===== config.mk =====
export PLATFORM = sky130hd
export DESIGN_NAME = gru_seq_feeder
export DESIGN_NICKNAME = d
export VERILOG_FILES = /design/src/rtl/gru_feeder_pkg.sv /design/src/rtl/seq_pingpong_buf.sv /design/src/rtl/gru_seq_feeder.sv
export SDC_FILE = /design/constraint.sdc
export NUM_CORES = 2
export LEC_CHECK = 0
export BUFFER_PORTS_ARGS = -buffer_cell sky130_fd_sc_hd__buf_2
export CAP_MARGIN = 20
export CORE_MARGIN = 4
export CORE_UTILIZATION = 47
export DETAILED_ROUTE_END_ITERATION = 12
export PLACE_DENSITY = 0.72
export SLEW_MARGIN = 10
export SYNTH_ARGS = -nofsm -noshare
export SYNTH_HDL_FRONTEND = slang
export SYNTH_SLANG_ARGS = --single-unit

===== constraint.sdc =====
create_clock -name clk -period 27.7 [get_ports clk]
set_clock_uncertainty 0.05 [all_clocks]
set_input_delay 2.77 -clock clk [delete_from_list [all_inputs] [get_ports clk]]
set_output_delay 2.77 -clock clk [all_outputs]
set_load 0.03 [all_outputs]

===== src/rtl/gru_feeder_pkg.sv =====
// Shared types and default sizing for the GRU sequence feeder.
package gru_feeder_pkg;

    localparam int unsigned X_SIZE         = 6;
    localparam int unsigned WIDTH          = 16;
    localparam int unsigned SEQ_LEN        = 15;
    localparam int unsigned STEP_CYCLES    = 19;
    localparam int unsigned RESULT_SIZE    = 3;
    localparam int unsigned RESULT_LATENCY = 12;

    // Read-side sequencer states
    typedef enum logic [1:0] {
        StIdle,
        StStream,
        StDrain,
        StHold
    } rd_state_t;

    typedef logic [X_SIZE-1:0][WIDTH-1:0]      feature_vec_t;
    typedef logic [RESULT_SIZE-1:0][WIDTH-1:0] result_vec_t;

endpackage


===== src/rtl/seq_pingpong_buf.sv =====
// Two-bank sequence buffer: one write port, one asynchronous read port, and a
// full flag per bank. Bank contents are not reset; the flags alone decide
// whether a bank holds a valid sequence.
module seq_pingpong_buf #(
    parameter int unsigned X_SIZE  = gru_feeder_pkg::X_SIZE,
    parameter int unsigned WIDTH   = gru_feeder_pkg::WIDTH,
    parameter int unsigned SEQ_LEN = gru_feeder_pkg::SEQ_LEN,
    parameter int unsigned AW      = 4
) (
    input  logic                         i_clk,
    input  logic                         i_rst,
    input  logic                         i_wr_en,
    input  logic                         i_wr_bank,
    input  logic [AW-1:0]                i_wr_addr,
    input  logic [X_SIZE-1:0][WIDTH-1:0] i_wr_data,
    input  logic                         i_set_full,  // marks i_wr_bank full
    input  logic                         i_clr_full,  // frees i_rd_bank
    input  logic                         i_rd_bank,
    input  logic [AW-1:0]                i_rd_addr,
    output logic [X_SIZE-1:0][WIDTH-1:0] o_rd_data,
    output logic [1:0]                   o_full
);

    logic [X_SIZE-1:0][WIDTH-1:0] r_mem [2][SEQ_LEN];
    logic [1:0]                   r_full;

    // Storage write; no reset needed on the data array
    always_ff @(posedge i_clk) begin
        if (i_wr_en) begin
            r_mem[i_wr_bank][i_wr_addr] <= i_wr_data;
        end
    end

    // Full flags: writer sets its bank, reader frees its bank
    always_ff @(posedge i_clk or posedge i_rst) begin
        if (i_rst) begin
            r_full <= '0;
        end else begin
            if (i_clr_full) begin
                r_full[i_rd_bank] <= 1'b0;
            end
            if (i_set_full) begin
                r_full[i_wr_bank] <= 1'b1;
            end
        end
    end

    assign o_rd_data = r_mem[i_rd_bank][i_rd_addr];
    assign o_full    = r_full;

endmodule


===== src/rtl/gru_seq_feeder.sv =====
// Feeds buffered jet sequences to the GRU top at a fixed per-step cadence and
// captures the model output as a single handshaked result beat.
module gru_seq_feeder #(
    parameter int unsigned X_SIZE         = gru_feeder_pkg::X_SIZE,
    parameter int unsigned WIDTH          = gru_feeder_pkg::WIDTH,
    parameter int unsigned SEQ_LEN        = gru_feeder_pkg::SEQ_LEN,
    parameter int unsigned STEP_CYCLES    = gru_feeder_pkg::STEP_CYCLES,
    parameter int unsigned RESULT_SIZE    = gru_feeder_pkg::RESULT_SIZE,
    parameter int unsigned RESULT_LATENCY = gru_feeder_pkg::RESULT_LATENCY
) (
    input  logic                              clk,
    input  logic                              reset,
    input  logic                              in_valid,
    output logic                              in_ready,
    input  logic [X_SIZE-1:0][WIDTH-1:0]      in_data,
    input  logic                              in_last,
    output logic [X_SIZE-1:0][WIDTH-1:0]      x_t,
    output logic                              seq_start,
    output logic [3:0]                        step_idx,
    output logic                              busy,
    input  logic [RESULT_SIZE-1:0][WIDTH-1:0] y_t,
    output logic                              res_valid,
    input  logic                              res_ready,
    output logic [RESULT_SIZE-1:0][WIDTH-1:0] res_data,
    output logic                              seq_err
);
    import gru_feeder_pkg::*;

    localparam int unsigned CW = (STEP_CYCLES > 1) ? $clog2(STEP_CYCLES) : 1;
    localparam int unsigned LW = (RESULT_LATENCY > 1) ? $clog2(RESULT_LATENCY) : 1;
    localparam logic [3:0]    STEP_LAST = 4'(SEQ_LEN - 1);
    localparam logic [CW-1:0] CYC_LAST  = CW'(STEP_CYCLES - 1);
    localparam logic [LW-1:0] LAT_LAST  = LW'(RESULT_LATENCY - 1);

    // Write side
    logic       r_rdy_en;  // holds in_ready low until the first edge after reset
    logic       r_wr_bank, w_wr_bank_d;
    logic [3:0] r_wr_cnt, w_wr_cnt_d;
    logic       r_seq_err, w_seq_err_d;
    logic       w_fire, w_set_full;

    // Read side
    rd_state_t                        r_state, w_state_d;
    logic                             r_rd_bank, w_rd_bank_d;
    logic [CW-1:0]                    r_cyc, w_cyc_d;
    logic [3:0]                       r_step, w_step_d;
    logic [LW-1:0]                    r_lat, w_lat_d;
    logic [X_SIZE-1:0][WIDTH-1:0]     r_x, w_x_d;
    logic                             r_res_valid, w_res_valid_d;
    logic [RESULT_SIZE-1:0][WIDTH-1:0] r_res_data, w_res_data_d;
    logic                             w_seq_start, w_clr_full;
    logic [3:0]                       w_rd_addr;
    logic [X_SIZE-1:0][WIDTH-1:0]     w_rd_data;
    logic [1:0]                       w_full;

    seq_pingpong_buf #(
        .X_SIZE  (X_SIZE),
        .WIDTH   (WIDTH),
        .SEQ_LEN (SEQ_LEN),
        .AW      (4)
    ) u_buf (
        .i_clk      (clk),
        .i_rst      (reset),
        .i_wr_en    (w_fire),
        .i_wr_bank  (r_wr_bank),
        .i_wr_addr  (r_wr_cnt),
        .i_wr_data  (in_data),
        .i_set_full (w_set_full),
        .i_clr_full (w_clr_full),
        .i_rd_bank  (r_rd_bank),
        .i_rd_addr  (w_rd_addr),
        .o_rd_data  (w_rd_data),
        .o_full     (w_full)
    );

    assign in_ready = r_rdy_en & ~w_full[r_wr_bank];
    assign w_fire   = in_valid & in_ready;

    // Write-side next state: commit a well-formed sequence, drop a malformed one
    always_comb begin
        w_wr_bank_d = r_wr_bank;
        w_wr_cnt_d  = r_wr_cnt;
        w_set_full  = 1'b0;
        w_seq_err_d = 1'b0;
        if (w_fire) begin
            if (in_last && (r_wr_cnt == STEP_LAST)) begin
                w_set_full  = 1'b1;
                w_wr_bank_d = ~r_wr_bank;
                w_wr_cnt_d  = '0;
            end else if (in_last || (r_wr_cnt == STEP_LAST)) begin
                // Partial bank is abandoned; its full flag was never set
                w_seq_err_d = 1'b1;
                w_wr_cnt_d  = '0;
            end else begin
                w_wr_cnt_d = r_wr_cnt + 4'd1;
            end
        end
    end

    // Write-side state register
    always_ff @(posedge clk or posedge reset) begin
        if (reset) begin
            r_rdy_en  <= 1'b0;
            r_wr_bank <= 1'b0;
            r_wr_cnt  <= '0;
            r_seq_err <= 1'b0;
        end else begin
            r_rdy_en  <= 1'b1;
            r_wr_bank <= w_wr_bank_d;
            r_wr_cnt  <= w_wr_cnt_d;
            r_seq_err <= w_seq_err_d;
        end
    end

    // Prefetch the vector for the upcoming step boundary
    assign w_rd_addr = ((r_state == StStream) && (r_step != STEP_LAST)) ? r_step + 4'd1 : 4'd0;

    // Read FSM next state and datapath loads
    always_comb begin
        w_state_d     = r_state;
        w_rd_bank_d   = r_rd_bank;
        w_cyc_d       = r_cyc;
        w_step_d      = r_step;
        w_lat_d       = r_lat;
        w_x_d         = r_x;
        w_res_valid_d = r_res_valid;
        w_res_data_d  = r_res_data;
        w_seq_start   = 1'b0;
        w_clr_full    = 1'b0;
        if (r_res_valid && res_ready) begin
            w_res_valid_d = 1'b0;
        end
        case (r_state)
            StIdle: begin
                // A held result blocks the next sequence from starting
                if (w_full[r_rd_bank] && !r_res_valid) begin
                    w_seq_start = 1'b1;
                    w_state_d   = StStream;
                    w_cyc_d     = '0;
                    w_step_d    = '0;
                    w_x_d       = w_rd_data;
                end
            end
            StStream: begin
                if (r_cyc == CYC_LAST) begin
                    w_cyc_d = '0;
                    if (r_step == STEP_LAST) begin
                        w_state_d   = StDrain;
                        w_step_d    = '0;
                        w_x_d       = '0;
                        w_lat_d     = '0;
                        w_clr_full  = 1'b1;
                        w_rd_bank_d = ~r_rd_bank;
                    end else begin
                        w_step_d = r_step + 4'd1;
                        w_x_d    = w_rd_data;
                    end
                end else begin
                    w_cyc_d = r_cyc + 1'b1;
                end
            end
            StDrain: begin
                if (r_lat == LAT_LAST) begin
                    w_res_data_d  = y_t;
                    w_res_valid_d = 1'b1;
                    w_state_d     = StHold;
                    w_lat_d       = '0;
                end else begin
                    w_lat_d = r_lat + 1'b1;
                end
            end
            StHold: begin
                w_state_d = StIdle;
            end
            default: begin
                w_state_d = StIdle;
            end
        endcase
    end

    // Read-side state register
    always_ff @(posedge clk or posedge reset) begin
        if (reset) begin
            r_state     <= StIdle;
            r_rd_bank   <= 1'b0;
            r_cyc       <= '0;
            r_step      <= '0;
            r_lat       <= '0;
            r_x         <= '0;
            r_res_valid <= 1'b0;
            r_res_data  <= '0;
        end else begin
            r_state     <= w_state_d;
            r_rd_bank   <= w_rd_bank_d;
            r_cyc       <= w_cyc_d;
            r_step      <= w_step_d;
            r_lat       <= w_lat_d;
            r_x         <= w_x_d;
            r_res_valid <= w_res_valid_d;
            r_res_data  <= w_res_data_d;
        end
    end

    assign x_t       = r_x;
    assign seq_start = w_seq_start;
    assign step_idx  = r_step;
    assign busy      = (r_state == StStream) || (r_state == StDrain);
    assign res_valid = r_res_valid;
    assign res_data  = r_res_data;
    assign seq_err   = r_seq_err;

endmodule


==> results.ini <==
[outcome]
status=completed

[routing]
detail_route.wl_per_cell_um=32.78
via_per_inst=6.444
drt_iter0_drc=9430
drt-total-wl_mm=321.8
drc_errors=0
antenna_left=0
routed-via-count=63260
drt-pass1-iter-count=6

[yosys]
synth_top_area_share_pct=74.51
synthCells=5925
ys_async_sr_fraction_pct=5.574
yosysSeqAreaShare_pct=78.18
ys_ff_latch=3050
ys.warnings.count=0
syn_nets=6089
synth_area_leaders=edfxtp_1, mux4_2, dfrtp_1, mux2i_1, nand2_1
ys_types=61
synth_area_um2=116100
synth_common_cells=edfxtp_1, nand2_1, mux4_2
synthFlopType=edfxtp_1
yosysMostFrequentCell=edfxtp_1
syn_area_per_cell_um2=19.59
yosys.area.top_type=edfxtp_1
synth_edf_count=2880

[cells_and_area]
final_nets=6514
fill_cells=18310
post-route-cell-area_um2=131500
area_growth_pct=13.30
drive_above_1_share_pct=23.03

[power]
switching_share_pct=28.10
peakVddDrop_mv=0.1176
p_sw_mw=3.165
combPwrFrac_pct=17.8
seqPwrFrac_pct=46.4
powerDensity_nw_per_um2=85.68
power.leakage_nw=41.65
p_int_mw=8.101
power.share.clock_pct=35.8

[hold_path]
hold-path-cell-count=1
hold_path_class=reg -> reg
hp-start=res_data[47]
hold_path_end=res_data[47]

[clock_tree]
clkSlewWorstSetupHoldPaths_ns=0.06
cts_buffers=309
cts_buffer_depth=4
cts_sinks=3050
root_buffer=clkbuf_16
clk_latency_ns=0.95
cts_tree=yes
htree_levels=5
cts_resized=0
post-cts-setup-buffer-count=0
cts_hold_buf=0

[timing]
drv_slew=0
fmax_ghz=0.1667
rsz0062_at_grt=no
finalCritPeriodShare_pct=21.66
tightest_slew_ns=1.168
fin_crit_ns=5.999
slew_headroom_pct=22.13
setup_viol_count_final=0
finalSetupTns_ns=0
whs_ns=0.4461
hold_viol=0

[worst_setup_path]
worst_ep_arrival_time_ns=6.50
crit_type=in -> reg
path_common_cell=buf_4
worst-path-max-fanout=44
cp_cell_sequence=buf_2 -> and3_1 -> nand2_1 -> nor2_4 -> buf_4 -> buf_4
r2r_cells=13
critPathCaptureType=flip-flop
r2r_setup_slack_ns=22.14
max_stage_delay_ns=0.87
cp_slowest_cell=nor2_4
r2r_end=x_t[4]
start_kind=input port
r2r_start=step_idx[0]
required_ns=28.20

[grt]
grt_remaining_overflow=0
grt_pass1_wl_mm=461.5
antenna_found_initial=30
grt_pass1_vias=62530
grt_max_degree=162
track_usage_pct=24.95

[floorplan]
die_area_um2=255000
core_area_um2=245700
io_pins=302
num_rows=182
die_w_um=504.9
die_h_um=504.9
start_util_pct=47.24

[placement]
dp_hpwl_mm=175.5
io_buffers=301
place_area_um2=121700
place.gp.congestion=0.8097

[flow_run]
cap_violations=0

-- layer usage --
layer,global-route usage (%),wire length (µm)
met5,0,59
met4,9.621,13340
met3,6.749,40440
met2,38.41,150000
met1,34.26,118000
-- cells by family after synthesis --
kind of cell,count (synthesis),synth area share [%]
compound gates,757,4.305
other cells,1,0.003231
fa+ha+maj,15,0.1617
flops,3050,78.18
mux,810,12.44
simple gates,937,3.474
buf+inv,353,1.427
xor+xnor,2,0.01510
-- worst max path at each step --
stage / cells after the start / slack (ns) / from / to
floorplan: 4 / 16.63 / in_valid / u_buf.r_mem[1][1056]
global placement: 6 / 20.87 / in_valid / u_buf.r_mem[0][992]
detailed placement: 6 / 20.79 / in_valid / u_buf.r_mem[0][992]
CTS: 6 / 21.78 / in_valid / u_buf.r_mem[0][995]
global route: 6 / 21.60 / in_valid / u_buf.r_mem[0][995]
finish: 6 / 21.70 / in_valid / u_buf.r_mem[0][1439]
-- flip-flops by register name, indices dropped and copies added (netlist names) --
name and cells:
r_lat 4, r_cyc 5, x_t 96, step_idx 4, seq_err 1, u_buf.r_mem 2880
r_wr_bank 1, r_wr_cnt 4, r_rdy_en 1, r_rd_bank 1, res_data 48, res_valid 1
u_buf.o_full 2, r_state 2
-- area by class of cell --
type	count	area (µm²)	share of cell area, %
antenna	14	35.03	0.02664
clock buffer	432	8682	6.602
clock inverter	113	1052	0.8002
inverter	14	60.06	0.04567
multi-input combinational	2522	24040	18.28
sequential	3050	90740	69.01
tap	3220	4029	3.064
timing repair buffer	453	2860	2.175
-- critical path: cells and delay by family --
kind                   cells  cell delay (ns)
and+or+nand+nor            3             1.91
buffers and inverters      3             1.68
-- power by group through the flow --
stage	clock network, mW	logic (mW)	registers [mW]
final	4.04	2.00	5.23
after global routing	4.29	2.09	5.23
after CTS	4.08	1.98	5.23
after detailed placement	0	1.97	5.33
after global placement	0	1.94	5.33
after floorplan	0	1.09	5.41
-- placed cells by master, fill, tap and decap left out, types with 31 or more instances in the layout --
cell type / netlist / layout
buf_4: 37 / 132
clkbuf_16: 0 / 315
dfrtp_1: 170 / 168
buf_2: 130 / 301
edfxtp_1: 2880 / 2880
nor2_4: 0 / 32
mux2i_1: 246 / 246
a21oi_1: 154 / 152
a22oi_1: 57 / 57
clkinv_2: 0 / 39
o22ai_1: 67 / 67
o221ai_1: 40 / 40
a32o_1: 31 / 31
nand2_1: 518 / 512
clkbuf_1: 139 / 81
mux2_2: 65 / 65
mux4_2: 499 / 499
nand3_1: 184 / 182
nor2_1: 118 / 86
o21ai_0: 191 / 191
clkbuf_8: 0 / 36
clkinv_1: 0 / 35
a22o_1: 51 / 51
-- per-stage QoR --
stage	power (mW)	setup WS (ns)	util [%]	cells
6_report	11.27	21.70	53.52	9818
3_5_place_dp	7.301	20.79	49.54	9259
3_3_place_gp	7.266	20.87	49.49	9251
2_1_floorplan	6.493	16.63	-	5925
4_1_cts	11.29	21.78	53.50	9804
5_1_grt	11.61	21.60	53.51	9809
Power figures use the tool's default switching activity.
